## src/rtl/iack_ctrl.sv

```systemverilog
// ---------------------------------------------------------------------------
// iack_ctrl
//   Interrupt-acknowledge controller for a 68000 bus, downstream of the IPL
//   encoder. When the CPU runs an IACK cycle, the requested level (A3..A1) is
//   compared with the active IPL code. The cycle is answered in one of three
//   ways: autovector (vpa_n), DUART vectored acknowledge (duart_iack_n with a
//   DTACK handshake and a timeout), or spurious (berr_n). A one-cycle
//   acknowledge strobe, the level of the last acknowledge and a saturating
//   spurious counter are provided for diagnostics.
//
//   Optional feature macro: DUART_VECTORED_EN
//     defined   : level DUART_LEVEL is acknowledged through duart_iack_n and
//                 waits for duart_dtack_n, with a TIMEOUT_CYCLES timeout
//     undefined : every valid level is autovectored, duart_iack_n is tied
//                 high and duart_dtack_n is ignored
//
// Ports
//   clk            in   system clock
//   reset          in   asynchronous active-low reset
//   as_n           in   CPU address strobe (asynchronous to clk)
//   fc[2:0]        in   CPU function code (asynchronous to clk)
//   addr[2:0]      in   CPU A3..A1, level being acknowledged (asynchronous)
//   ipl[2:0]       in   active encoded level, 0 = none (clk domain)
//   duart_dtack_n  in   DUART DTACK during vectored IACK (asynchronous)
//   vpa_n          out  autovector request
//   duart_iack_n   out  DUART IACK strobe
//   berr_n         out  bus error for spurious / timed-out IACK
//   iack_strobe    out  one-cycle pulse when an acknowledge is issued
//   iack_level     out  level of the last issued acknowledge
//   spurious_cnt   out  saturating count of BERR-terminated IACKs
// ---------------------------------------------------------------------------
module iack_ctrl #(
  parameter int unsigned DUART_LEVEL    = 5,
  parameter int unsigned TIMEOUT_CYCLES = 64,
  parameter int unsigned CNT_W          = 8
) (
  input  logic             clk,
  input  logic             reset,
  input  logic             as_n,
  input  logic [2:0]       fc,
  input  logic [2:0]       addr,
  input  logic [2:0]       ipl,
  input  logic             duart_dtack_n,
  output logic             vpa_n,
  output logic             duart_iack_n,
  output logic             berr_n,
  output logic             iack_strobe,
  output logic [2:0]       iack_level,
  output logic [CNT_W-1:0] spurious_cnt
);

  typedef enum logic [2:0] {
    ST_IDLE     = 3'd0,
    ST_DECODE   = 3'd1,
    ST_AUTOVEC  = 3'd2,
    ST_VECTORED = 3'd3,
    ST_TIMEOUT  = 3'd4,
    ST_SPURIOUS = 3'd5,
    ST_HOLD     = 3'd6
  } state_e;

  // Saturating increment: the diagnostic counter must never wrap.
  function automatic logic [CNT_W-1:0] sat_inc(input logic [CNT_W-1:0] v);
    if (&v) begin
      sat_inc = v;
    end else begin
      sat_inc = v + CNT_W'(1);
    end
  endfunction

  state_e           state_q, state_d;
  logic [2:0]       lvl_q, lvl_d;
  logic             vpa_n_q, vpa_n_d;
  logic             berr_n_q, berr_n_d;
  logic             strobe_q, strobe_d;
  logic [2:0]       level_q, level_d;
  logic [CNT_W-1:0] cnt_q, cnt_d;

  // Synchroniser bundle {as_n, fc, addr}; reset value reads as bus idle.
  localparam logic [6:0] SYNC_RST = 7'b1_000_000;
  logic [6:0] meta_q, sync_q;
  logic       as_s, iack_s;
  logic [2:0] fc_s, addr_s;

  assign as_s   = sync_q[6];
  assign fc_s   = sync_q[5:3];
  assign addr_s = sync_q[2:0];
  assign iack_s = (as_s == 1'b0) && (fc_s == 3'b111);

  // Two-flop synchroniser for the asynchronous CPU bus signals.
  always_ff @(posedge clk or negedge reset) begin
    if (!reset) begin
      meta_q <= SYNC_RST;
      sync_q <= SYNC_RST;
    end else begin
      meta_q <= {as_n, fc, addr};
      sync_q <= meta_q;
    end
  end

`ifdef DUART_VECTORED_EN
  localparam logic [2:0] DUART_LVL = 3'(DUART_LEVEL);
  localparam logic [9:0] TMO_LAST  = 10'(TIMEOUT_CYCLES - 1);

  logic       dtack_meta_q, dtack_sync_q;
  logic [9:0] tmo_q, tmo_d;
  logic       diack_n_q, diack_n_d;

  // DTACK synchroniser and vectored-acknowledge timeout counter.
  always_ff @(posedge clk or negedge reset) begin
    if (!reset) begin
      dtack_meta_q <= 1'b1;
      dtack_sync_q <= 1'b1;
      tmo_q        <= 10'd0;
      diack_n_q    <= 1'b1;
    end else begin
      dtack_meta_q <= duart_dtack_n;
      dtack_sync_q <= dtack_meta_q;
      tmo_q        <= tmo_d;
      diack_n_q    <= diack_n_d;
    end
  end

  assign duart_iack_n = diack_n_q;
`else
  // Vectored path not built: keep the configuration inputs visibly consumed.
  logic        unused_dtack_s;
  logic [12:0] unused_cfg_s;
  assign unused_dtack_s = duart_dtack_n;
  assign unused_cfg_s   = {3'(DUART_LEVEL), 10'(TIMEOUT_CYCLES)};
  assign duart_iack_n   = 1'b1;
`endif

  // State register and registered outputs.
  always_ff @(posedge clk or negedge reset) begin
    if (!reset) begin
      state_q  <= ST_IDLE;
      lvl_q    <= 3'd0;
      vpa_n_q  <= 1'b1;
      berr_n_q <= 1'b1;
      strobe_q <= 1'b0;
      level_q  <= 3'd0;
      cnt_q    <= '0;
    end else begin
      state_q  <= state_d;
      lvl_q    <= lvl_d;
      vpa_n_q  <= vpa_n_d;
      berr_n_q <= berr_n_d;
      strobe_q <= strobe_d;
      level_q  <= level_d;
      cnt_q    <= cnt_d;
    end
  end

  // Next-state logic; a synchronised as_n release always returns to IDLE.
  always_comb begin
    state_d = state_q;
    lvl_d   = lvl_q;
`ifdef DUART_VECTORED_EN
    tmo_d   = tmo_q;
`endif
    case (state_q)
      ST_IDLE: begin
        if (iack_s) begin
          state_d = ST_DECODE;
          lvl_d   = addr_s;
        end else begin
          state_d = ST_IDLE;
        end
      end
      ST_DECODE: begin
        if (as_s) begin
          state_d = ST_IDLE;
        end else if ((lvl_q == 3'd0) || (lvl_q != ipl)) begin
          state_d = ST_SPURIOUS;
`ifdef DUART_VECTORED_EN
        end else if (lvl_q == DUART_LVL) begin
          state_d = ST_VECTORED;
          tmo_d   = 10'd0;
`endif
        end else begin
          state_d = ST_AUTOVEC;
        end
      end
`ifdef DUART_VECTORED_EN
      ST_VECTORED: begin
        if (as_s) begin
          state_d = ST_IDLE;
        end else if (dtack_sync_q == 1'b0) begin
          state_d = ST_HOLD;
        end else if (tmo_q == TMO_LAST) begin
          state_d = ST_TIMEOUT;
        end else begin
          tmo_d = tmo_q + 10'd1;
        end
      end
      ST_TIMEOUT: begin
        if (as_s) begin
          state_d = ST_IDLE;
        end else begin
          state_d = ST_HOLD;
        end
      end
`endif
      ST_AUTOVEC, ST_SPURIOUS, ST_HOLD: begin
        if (as_s) begin
          state_d = ST_IDLE;
        end else begin
          state_d = ST_HOLD;
        end
      end
      default: begin
        state_d = ST_IDLE;
      end
    endcase
  end

  // Output logic: outputs are registered from the state being entered, so a
  // response appears on the same edge as the transition that causes it.
  always_comb begin
    vpa_n_d   = vpa_n_q;
    berr_n_d  = berr_n_q;
    strobe_d  = 1'b0;
    level_d   = level_q;
    cnt_d     = cnt_q;
`ifdef DUART_VECTORED_EN
    diack_n_d = diack_n_q;
`endif
    case (state_d)
      ST_IDLE: begin
        vpa_n_d   = 1'b1;
        berr_n_d  = 1'b1;
`ifdef DUART_VECTORED_EN
        diack_n_d = 1'b1;
`endif
      end
      ST_AUTOVEC: begin
        vpa_n_d  = 1'b0;
        strobe_d = 1'b1;
        level_d  = lvl_q;
      end
`ifdef DUART_VECTORED_EN
      ST_VECTORED: begin
        diack_n_d = 1'b0;
        if (state_q == ST_DECODE) begin
          strobe_d = 1'b1;
          level_d  = lvl_q;
        end else begin
          strobe_d = 1'b0;
        end
      end
      ST_TIMEOUT: begin
        diack_n_d = 1'b1;
        berr_n_d  = 1'b0;
        cnt_d     = sat_inc(cnt_q);
      end
`endif
      ST_SPURIOUS: begin
        berr_n_d = 1'b0;
        cnt_d    = sat_inc(cnt_q);
      end
      default: begin
        strobe_d = 1'b0;
      end
    endcase
  end

  assign vpa_n        = vpa_n_q;
  assign berr_n       = berr_n_q;
  assign iack_strobe  = strobe_q;
  assign iack_level   = level_q;
  assign spurious_cnt = cnt_q;

endmodule

```

## config.mk

```make
export PLATFORM = sky130hd
export DESIGN_NAME = iack_ctrl
export DESIGN_NICKNAME = d
export VERILOG_FILES = /design/src/rtl/iack_ctrl.sv
export SDC_FILE = /design/constraint.sdc
export NUM_CORES = 1
export LEC_CHECK = 0
export CAP_MARGIN = 20
export CORE_MARGIN = 5
export CORE_UTILIZATION = 35
export CTS_CLUSTER_DIAMETER = 60
export DETAILED_ROUTE_END_ITERATION = 10
export PLACE_DENSITY = 0.6
export SYNTH_ARGS = -nofsm -noshare
export SYNTH_HDL_FRONTEND = slang
export SYNTH_SLANG_ARGS = --single-unit
```

## constraint.sdc

```tcl
create_clock -name clk -period 1.5 [get_ports clk]
set_input_delay 0.45 -clock clk [delete_from_list [all_inputs] [get_ports clk]]
set_output_delay 0.45 -clock clk [all_outputs]
set_load 0.02 [all_outputs]
```

* Word level (Yosys, flattened, before mapping) *
Cells that the tools add are included.

storage, ports and cells
  flip-flop bits (word level) = 34
  input port bits = 13
  output and inout port bits = 15
  logic and storage cells = 39

operators by class
  $add $sub $neg = 1
  equal/unequal tests = 8
  muxes and demuxes = 8
  bitwise gates (word level) = 2
  reductions and logical operators = 11

operators with widths
  operator                                        count
  == test 3 bit (second input constant)           4
  logical NOT 3 bit                               3
  2-to-1 mux 3 bit                                3
  one-hot mux 3 bit (3 select lines)              1
  adder 8 x 1 -> 8 bit (second input constant)    1
  AND reduction 8 bit                             1
  == test 3 x 2 -> 1 bit (second input constant)  2
  one-hot mux 1 bit (2 select lines)              2
  AND reduction 2 bit                             2
  nonzero test 2 bit                              2
  == test 3 x 1 -> 1 bit (second input constant)  1
  != test 3 bit                                   1
  OR reduction 3 bit                              1
  2-to-1 mux 1 bit                                2
  NOT 1 bit                                       2
  logical AND 1 bit                               1
  logical OR 1 bit                                1

* Longest topological paths before layout *
  word-level depth = 7
  gate-level depth with buffers = 5
  gate-level depth less buffers = 5

* Worst setup path before layout *
OpenSTA, ideal clock, no wires.

  path kind = input to register
  from = in ipl[2]
  to = reg cnt_q[1], in the netlist spurious_cnt[1]
  library setup time = 0.125 ns
  arrival time = 1.547 ns
  data required time = 1.375 ns
  path slack = -0.172 ns
  stages on the path = 4
  path buffers = 0
  cell sequence = xor2_1 nor4_4 nor2_2 mux2_4

on the way
  cells in the longest elaborated chain, start to end = 7

RTL lines
  item                                  line  text
  from (decl)                           42    input logic [2:0] ipl,
  != test 3 bit                         174   end else if ((lvl_q == 3'd0) || (lvl_q != ipl)) begin
  logical OR 1 bit                      174
  2-to-1 mux 3 bit                      174
  2-to-1 mux 3 bit                      172   if (as_s) begin
  one-hot mux 3 bit (3 select lines)    162   case (state_q)
  == test 3 bit                         229   case (state_d)
  AND reduction 2 bit (no source line)  n/a
  to (signal assigned)                  151   cnt_q <= cnt_d;
  to (decl)                             77    logic [CNT_W-1:0] cnt_q, cnt_d;

Every way passes these cells.
A chain may end at the register's enable or synchronous reset.

* Worst setup path after layout *
  from = reg cnt_q[3], in the netlist spurious_cnt[3]
  to = reg cnt_q[1], in the netlist spurious_cnt[1]

on the way
  cells in the longest elaborated chain, start to end = 3

RTL lines
  item                                  line  text
  AND reduction 8 bit                   64    if (&v) begin
  NOT 1 bit (no source line)            n/a
  AND reduction 2 bit (no source line)  n/a

Every way passes these cells.

==> qor.yml <==
finish:
  antenna_cells: 0
  final_util_pct: 55.0
  area_growth_pct: 52.9
  fillers: 304
  multi_input_area_um2: 539
  drive_gt1_share_pct: 40.3
  fin_cells: 187
  layout.nets: 152
  regArea_um2: 861
yosys:
  synthArstFlopShare_pct: 100
  syn_inst: 92
  yosysMostFrequentCell: "dfrtp_1"
  synthMuxAreaShare_pct: 6.32
  synth-simple-area-share_pct: 13.6
  syn_area_per_cell_um2: 14.2
  synth_compound_area_share_pct: 4.50
  synth_warnings: 0
  synth_xor_area_share_pct: 7.38
  synth_ff_type: "dfrtp_1"
  yosysSeqAreaShare_pct: 65.5
  synthTopCellsByArea: "dfrtp_1 (57%), dfstp_2 (8.0%), xor2_1 (6.7%), mux2_2 (5.2%), nor4b_4 (1.8%)"
  syn_area_um2: 1310
  netlist.area_leader.share_pct: 57.5
  synth_top_family_by_area: "simple AND/OR/NAND/NOR gates"
  synth_cell_types: 31
  synthTopCellsByCount: "dfrtp_1 (30), xor2_1 (10), mux2_2 (6)"
  synth_seq_cells: 34
  syn_nets: 106
  synth-edff-count: 0
  yosysTopAreaCell: "dfrtp_1"
  synth_fa_ha_area_share_pct: 0.958
cts:
  cts_max_level: 2
  cts_tree: "done"
  clk_path_buf_depth: 2
  holdBufCountCts: 0
  cts_sinks: 34
  cts_root_buf: "clkbuf_8"
  cts_buffers: 5
  clock_latency_ns: 0.28
  path_clk_slew_ns: 0.07
worst_setup_path:
  end_kind: "register"
  cp.arrival_ns: 1.75
  criticalPathCategory: "reg2reg"
  path_max_fanout: 4
  cp-start-kind: "register"
  crit_required_ns: 1.67
global_routing:
  grt_start_max_net_pins: 35
  grt_util_met2_pct: 14.5
  gr-total-overflow: 0
  globalRouteMet3Util_pct: 3.41
  met1_usage_pct: 13.1
  grt_busiest_layer: "met2"
  antenna_found_initial: 0
  grt_pass1_vias: 810
  grt_pass1_wl_um: 3900
  track_usage_pct: 9.86
power:
  power_mw: 2.92
  power_frac_seq_pct: 39.7
  p_leak_nw: 0.882
  clockPowerShare_pct: 34.4
  power_density_nw_per_um2: 1460
  p_sw_mw: 0.823
  ir_drop_mv: 0.702
  combPwrFrac_pct: 25.9
  p_int_mw: 2.09
  swShare_pct: 28.2
timing:
  finClkSkew_ns: 0.00440
  maxClockFrequency_mhz: 633
  rsz0062_at_grt: "yes"
  hold_viol_final: 0
  fin_crit_sh_pct: 105
  setup_slack_ns: -0.0794
  slew_violations: 0
  setup_viol_count_final: 9
  finalCriticalPeriod_ns: 1.58
die:
  core_um2: 3630
  io_pins: 28
  start_util_pct: 36.0
  die_h_um: 71.1
  row_count: 22
  die-area_um2: 5050
  die_x_um: 71.1
outcome:
  status: "finished with violations"
  violations: "negative setup slack"
detailed_routing:
  routedWlPerCell_um: 12.7
  drtPass1Iterations: 4
  postRouteAntennaNets: 0
  first_iter_violations: 31
  vias_per_cell: 4.56
  wl_um: 2380
  num_vias: 853
  drc: 0
placement:
  dp_hpwl_um: 1610
  portBuffers: 25
  dp.cells: 175
  pre_cts_ws_ns: -0.603
  globalplace.congestion: 0.724
flow_run:
  max_cap_viol_count: 0
min_path:
  hold_path_class: "reg2reg"
==> final timing paths <==
kind	startpoint	endpoint	slack, ns	cells after the start
worst max-delay path	spurious_cnt[3]$_DFFE_PN0P_	spurious_cnt[1]$_DFFE_PN0P_	-0.08	5
max in group asynchronous	reset	vpa_n$_DFFE_PN1P_	0.71	2
min in group asynchronous	reset	state_q[0]$_DFF_PN0_	0.55	2
worst max register to register	spurious_cnt[3]$_DFFE_PN0P_	spurious_cnt[1]$_DFFE_PN0P_	-0.08	5
worst min register to register	meta_q[0]$_DFF_PN0_	sync_q[0]$_DFF_PN0_	0.35	0
worst min-delay path	meta_q[0]$_DFF_PN0_	sync_q[0]$_DFF_PN0_	0.35	0
==> layer usage <==
layer | routed length, um | share of wire [%] | vias up
li1 | - | - | 408
met1 | 1040 | 44 | 425
met4 | 44 | 1.8 | 0
met5 | 0 | 0 | -
met2 | 1190 | 50 | 15
met3 | 104 | 4.4 | 5
==> sequential cells by signal (all words and copies together) (netlist names) <==
register      count
sync_q            7
spurious_cnt      8
state_q           3
meta_q            7
lvl_q             3
iack_strobe       1
vpa_n             1
iack_level        3
berr_n            1
==> kinds of logic after synthesis <==
kind of cell / Yosys count
buffers and inverters: 4
XOR/XNOR: 11
other: 1
AO/OA/AOI/OAI: 10
adder cells (fa/ha/maj): 1
flip-flops: 34
multiplexers: 7
AND/OR/NAND/NOR: 24
==> critical path, stage by stage (launching register included) <==
cell and delay (ns):
dfrtp_1 0.40, buf_4 0.15, nand4_1 0.22, o21ai_4 0.32, nor2_4 0.08, mux2_4 0.29
==> per-stage QoR <==
stage                     instance area, um^2  setup TNS [ns]  hold slack, ns
final                                    2000          -0.399           0.350
after global routing                     2000           -1.45           0.354
after CTS                                1950          -0.582           0.353
after detailed placement                 1710           -8.24           0.336
after global placement                   1710           -7.74           0.333
after floorplan                          1310          -0.647           0.154
==> layout by cell type (no fill, tap or decap), types with 2 or more instances in the layout <==
master	instances
nor2_1	2
bufinv_16	2
buf_6	3
a21oi_1	3
nor4_4	2
nand3_1	2
dfstp_2	4
clkdlybuf4s50_1	8
xor2_2	3
o21ai_0	2
nand2_1	3
nand4_1	2
mux2_2	5
dfrtp_2	4
buf_4	9
clkbuf_8	5
buf_12	3
xor2_1	7
nor3_4	2
dfrtp_1	26
clkdlybuf4s15_1	4
mux2_4	2
inv_1	3
dlygate4sd2_1	11
==> area by class of cell <==
cell class              instances  share of cell area, %
clock inverters                 3                   3.45
flip-flops and latches         34                   43.1
inverters                       3                  0.564
multi-input cells              54                   27.0
repair buffers                 40                   19.4
well taps                      48                   3.01
clock buffers                   5                   3.45
==> power groups by stage <==
stage / sequential, mW / combinational, mW / clock, mW
after global routing: 1.17 / 0.818 / 1.06
after floorplan: 1.25 / 0.238 / 0
after CTS: 1.16 / 0.722 / 1.03
final: 1.16 / 0.757 / 1.00
after detailed placement: 1.16 / 0.670 / 0
after global placement: 1.15 / 0.657 / 0
==> repair_timing <==
action,CTS,global route
pin swaps,8,2
buffers inserted,3,3
setup endpoints to repair,30,23
resized for setup,40,11
No activity file was read; power rests on OpenSTA's default activity.
